File: src/rtl/counter_bin_struct.sv
// ---------------------------------------------------------------------------
// counter_bin_struct
//   Free-running synchronous binary up-counter. It is built from one toggle
//   flip-flop per bit and an AND-gate carry chain. Bit i toggles when every
//   lower bit is one. There is no adder.
//
// Parameters
//   WIDTH  counter width in bits (1..16); q counts modulo 2^WIDTH.
//
// Ports
//   clk  in   rising-edge clock.
//   rst  in   asynchronous, active-low clear of every bit.
//   q    out  WIDTH-bit count, taken straight from the flip-flop outputs.
//   tc   out  terminal count (q == all ones). Only present when the macro
//             COUNTERBIN_TC_EN is defined.
//
// Optional feature macro: COUNTERBIN_TC_EN
// ---------------------------------------------------------------------------

// Single toggle flip-flop with asynchronous active-low clear.
module counter_bin_struct_tff (
  input  logic clk,
  input  logic rst,
  input  logic t,
  output logic q
);

  always_ff @(posedge clk or negedge rst) begin
    if (!rst) begin
      q <= 1'b0;
    end else if (t) begin
      q <= ~q;
    end
  end

endmodule

module counter_bin_struct #(
  parameter int WIDTH = 4
) (
  input  logic             clk,
  input  logic             rst,
  output logic [WIDTH-1:0] q
`ifdef COUNTERBIN_TC_EN
  ,
  output logic             tc
`endif
);

  // carry[i] is the toggle enable of bit i. It is the AND of all bits below i.
  logic [WIDTH-1:0] carry;

  assign carry[0] = 1'b1;

  for (genvar i = 1; i < WIDTH; i++) begin : g_carry
    assign carry[i] = carry[i-1] & q[i-1];
  end

  for (genvar i = 0; i < WIDTH; i++) begin : g_bit
    counter_bin_struct_tff u_tff (
      .clk (clk),
      .rst (rst),
      .t   (carry[i]),
      .q   (q[i])
    );
  end

`ifdef COUNTERBIN_TC_EN
  // Decode of the registered count. Reset holds q at zero, so tc is low
  // throughout reset.
  assign tc = &q;
`endif

endmodule

File: config.mk
export PLATFORM = sky130hd
export DESIGN_NAME = counter_bin_struct
export DESIGN_NICKNAME = d
export VERILOG_FILES = /design/src/rtl/counter_bin_struct.sv
export SDC_FILE = /design/constraint.sdc
export NUM_CORES = 1
export LEC_CHECK = 0
export CORE_AREA = 2 2 39 41
export CTS_CLUSTER_DIAMETER = 80
export DETAILED_ROUTE_END_ITERATION = 6
export DIE_AREA = 0 0 41 43
export PLACE_DENSITY = 0.3
export SLEW_MARGIN = 15
export SYNTH_ARGS = -nofsm -noshare
export SYNTH_HDL_FRONTEND = slang
export SYNTH_SLANG_ARGS = --single-unit
File: constraint.sdc
create_clock -name clk -period 0.9 [get_ports clk]
set_clock_uncertainty 0.05 [all_clocks]
set_input_delay 0.18 -clock clk [delete_from_list [all_inputs] [get_ports clk]]
set_output_delay 0.18 -clock clk [all_outputs]
set_load 0.05 [all_outputs]
# [Word level (Yosys, flattened, before mapping)]
# Cells that the tools add are included.
# W data, S select, Z words.
[op_classes] n_addsub=0 n_mul=0 div_mod_pow=0 n_lt_le_gt_ge=0 n_eq_ne=0 shift=0 mux=0 bitwise_logic=6 reduce_logical=0
[ops] operator="$not A1 Y1" n=4
[ops] operator="$and A1 B1 Y1" n=2
[totals] register_bits=4 latchBits=0 ram_bits=0 mem_bits_ro=0 input_bits=2 out_inout_bits=4 word_cells=10 memories=0

# [Longest topological paths before layout]
[depth] word_depth=2 mapped_depth=2 depth_no_buf=2

# [By module]
# A second synthesis with hierarchy kept.
[unflattened] hier_cells=12 area_unflattened_um2=158.9
[modules_own_cells] module="counter_bin_struct_tff" n_inst=4 cells_each=2 area_per_inst_um2=33.8 seq_area_each_um2=25.0
[modules_own_cells] module="counter_bin_struct" n_inst=1 cells_each=4 area_per_inst_um2=23.8 seq_area_each_um2=0.0

# [Least setup slack after synthesis]
# No wires, ideal clock.
[synth_path] kind="register to output" start="register g_bit[0].u_tff.q" end="output port q[0]" arrival_ps=592 required_ps=670 slack_ps=78 stages_incl_launch_ff=2 path_buffers=1 cell_sequence="dfrtp_1 buf_4"
[synth_lines] element="start, declared" line="25" text="output logic q"
[synth_lines] element="start signal, assigned" line="32" text="q <= ~q;"
[synth_lines] element="end, declared" line="43" text="output logic [WIDTH-1:0] q"
# No word-level cell between the ends.

# [Worst setup path after layout]
[layout_path] start="register g_bit[0].u_tff.q" end="output port q[0]"
# No word-level cell between the ends.

==> results.md <==
* Run status: complete, but fails checks
* Failing checks: negative setup slack
* Routed Antenna Nets at 0
* Number of violations reported at the end of detailed-routing iteration 0 at 1
* Core occupancy in the finished layout at 0.245
* Slack of the worst reg-to-reg path at -0.09 ns
* Setup tns final at -0.750 ns
* Non-Filler Instances at 39
* P_leak at 0.000159 uW
* Max IR drop VDD at 639 uV
* Die extent in x at between 40 and 50 um
* Highest-delay cell along the critical path: sky130_fd_sc_hd__dfrtp_2
* Minimum clock period at around 1.0 ns
* Family with the most delay on the worst path: flip-flops
* Clock edge transition at the registers on the reported setup and hold paths at 0.04 ns
* Final layout net count at 27
* Biggest registers after layout: g_bit.u_tff.q (4)
* Max-Cap Viols at 0
* Number of placed instances, taps included at 31
* CP Max Fanout at 2
* Area fraction of the dominant cell type after synthesis at 0.593
* Final Slew Violations at 0
* Count of final setup violators at 7
* Fmax at 968 MHz
* Data required time at the worst endpoint at around 0.67 ns
* Count of hold buffers inserted by post-cts repair at 0
* Delay of the slowest cell on the worst path at 0.42 ns
* Post-route cell area at about 340 um2
* Placement Rows at 14
* Max FFs per register at 4
* Number of cells produced by synthesis at 14
* Power density of the placed cells at 1210 mW/mm2
* Number of register bits inferred by synthesis at 4
* Worst setup margin at -0.133 ns
* DP Area at around 250 um2
* Clock tree buffer depth at 2
* Actual slew at the worst max-slew pin at 0.188 ns
* Final global-route overflow total at 0
* CP Capture Type: output port
* Hold Fails Final Rpt at 0
* First drt pass iteration count at 2
* Post-synthesis instance area at 169 um2
* Largest area contributor in the netlist: sky130_fd_sc_hd__dfrtp_1
* Arrival time of the worst setup path at 0.80 ns
* Pin count of the biggest net entering global routing at 5
* Worst slew margin at 0.874
* Clock tree from TritonCTS: yes
* Largest register by flop count: g_bit.u_tff.q
* RSZ-0062 raised after global routing: true
* Ratio of routed vias to standard cells at 3.00
* Die area at 0.00176 mm2
* Synth area leaders: sky130_fd_sc_hd__dfrtp_1 59%, sky130_fd_sc_hd__buf_4 18%, sky130_fd_sc_hd__xnor2_1 10%
* Synth-to-layout area growth at 101%
* Total routing resource utilization after global routing at 0.0514
* Die Ht at 43 um
* Clock buffers created by TritonCTS at 3
* Post-Syn Nets at 16
* Number of distinct standard cells referenced by the synthesized netlist at 7
* Buffer cell driving the clock tree root: sky130_fd_sc_hd__clkbuf_4
* Final worst-path cycle share at 1.15
* Number of antenna violations at the first check in global routing at 0
* Count of vias placed by the detailed router at 117
* Yosys Warn Count at 0
* CORE AREA at roughly 0.0014 mm2
* CP startpoint kind: register
* Total buffers and inverters traversed by the critical path at 1
* DRC Markers at 0
* Antenna Cells at 0
* Reg-to-reg endpoint: g_bit[3].u_tff.q
* Placer congestion estimate at 0.577
* Wire length of the first global-routing pass at 517 um
* Worst-skew pair later-pin latency at around 0.23 ns
* Sinks on the clock net at 4
* Seq/Total Area, Yosys at 0.593
* Average wire per standard cell at around 8.3 um
* Min Hold Slack at 0.101 ns
* Proportion of layout cells with a drive suffix above 1 at 0.739
* Initial standard-cell utilization of the core at 0.122
* Critical Setup Path Class: reg2out
* Worst Hold Class: in2async
* Depth of the most critical reg-to-reg path at 4
* Total wire length at 322 um
* Sequence of cells on the critical path: buf_12
* Average footprint of a synthesized cell at 12.1 um2
* Top-level I/O count at 6
* Number of buffer cells added on primary ports at 5
* Number of global-route vias before repair at 128
* Source of the worst register-to-register timing path: g_bit[0].u_tff.q
* H-tree level count at 1
## repair_timing
action	4_1_cts	5_1_grt
endpoints found under the setup margin	5	7
pin swaps	0	1
buffers inserted	4	2
hold endpoints to repair	0	0
cloned	0	0
resized for setup	3	5
## layer usage
layer  up-vias  global-route usage  share of wire  routed length [um]
li1         56                   -              -                   -
met1        54              0.0489           0.34                 109
met2         7              0.0625           0.47                 151
met3         0              0.0681           0.19                  61
met4         0              0.0200              0                   0
met5         -                   0              0                   0
## layout by cell type (no fill, tap or decap)
master and n:
sky130_fd_sc_hd__xnor2_2 1, sky130_fd_sc_hd__xor2_1 1, sky130_fd_sc_hd__clkdlybuf4s50_1 1, sky130_fd_sc_hd__xnor2_1 1, sky130_fd_sc_hd__nand3_2 1, sky130_fd_sc_hd__clkbuf_4 3
sky130_fd_sc_hd__inv_1 1, sky130_fd_sc_hd__dfrtp_2 2, sky130_fd_sc_hd__buf_4 3, sky130_fd_sc_hd__buf_6 2, sky130_fd_sc_hd__dfrtp_1 2, sky130_fd_sc_hd__nand2_4 1
sky130_fd_sc_hd__buf_12 4
## power breakdown
group          switching [uW]  internal (uW)
Clock                    73.2            149
Sequential                  0            181
Combinational            3.31           3.86
## cell type report
| type | count | area [um2] |
|---|---|---|
| multi-input cells | 5 | 55.1 |
| clock buffers | 3 | 22.5 |
| repair buffers | 10 | 135 |
| well taps | 16 | 20.0 |
| fillers | 153 | 1040 |
| inverters | 1 | 3.75 |
| flip-flops and latches | 4 | 103 |
## metrics by stage
stage	power (uW)	setup WS (ns)
after floorplan	183	0.0775
after global placement	191	0.0268
after detailed placement	190	-0.00559
after CTS	419	-0.139
after global routing	443	-0.163
final	410	-0.133
## how the worst max path moves through the flow
stage | from | to | slack (ns) | cells after the start
after floorplan | g_bit[0].u_tff.q | q[0] | 0.08 | 1
final | g_bit[0].u_tff.q | q[0] | -0.13 | 1
after global placement | g_bit[0].u_tff.q | g_bit[3].u_tff.q | 0.03 | 2
after detailed placement | g_bit[0].u_tff.q | g_bit[3].u_tff.q | -0.006 | 2
after CTS | g_bit[0].u_tff.q | q[0] | -0.14 | 1
after global routing | g_bit[2].u_tff.q | q[2] | -0.16 | 1
## cell families (layout without fill, tap and decap cells)
kind of cell,after synthesis,count (layout),share of synthesized area
xor+xnor,3,3,0.156
flops,4,4,0.593
simple gates,2,2,0.0518
buf+inv,5,14,0.200
## Yosys cell counts (all sizes together)
cell / n
buf: 4
dfrtp: 4
xnor2: 2
inv: 1
nand2: 1
nand3: 1
xor2: 1
Power figures use the tool's default switching activity.
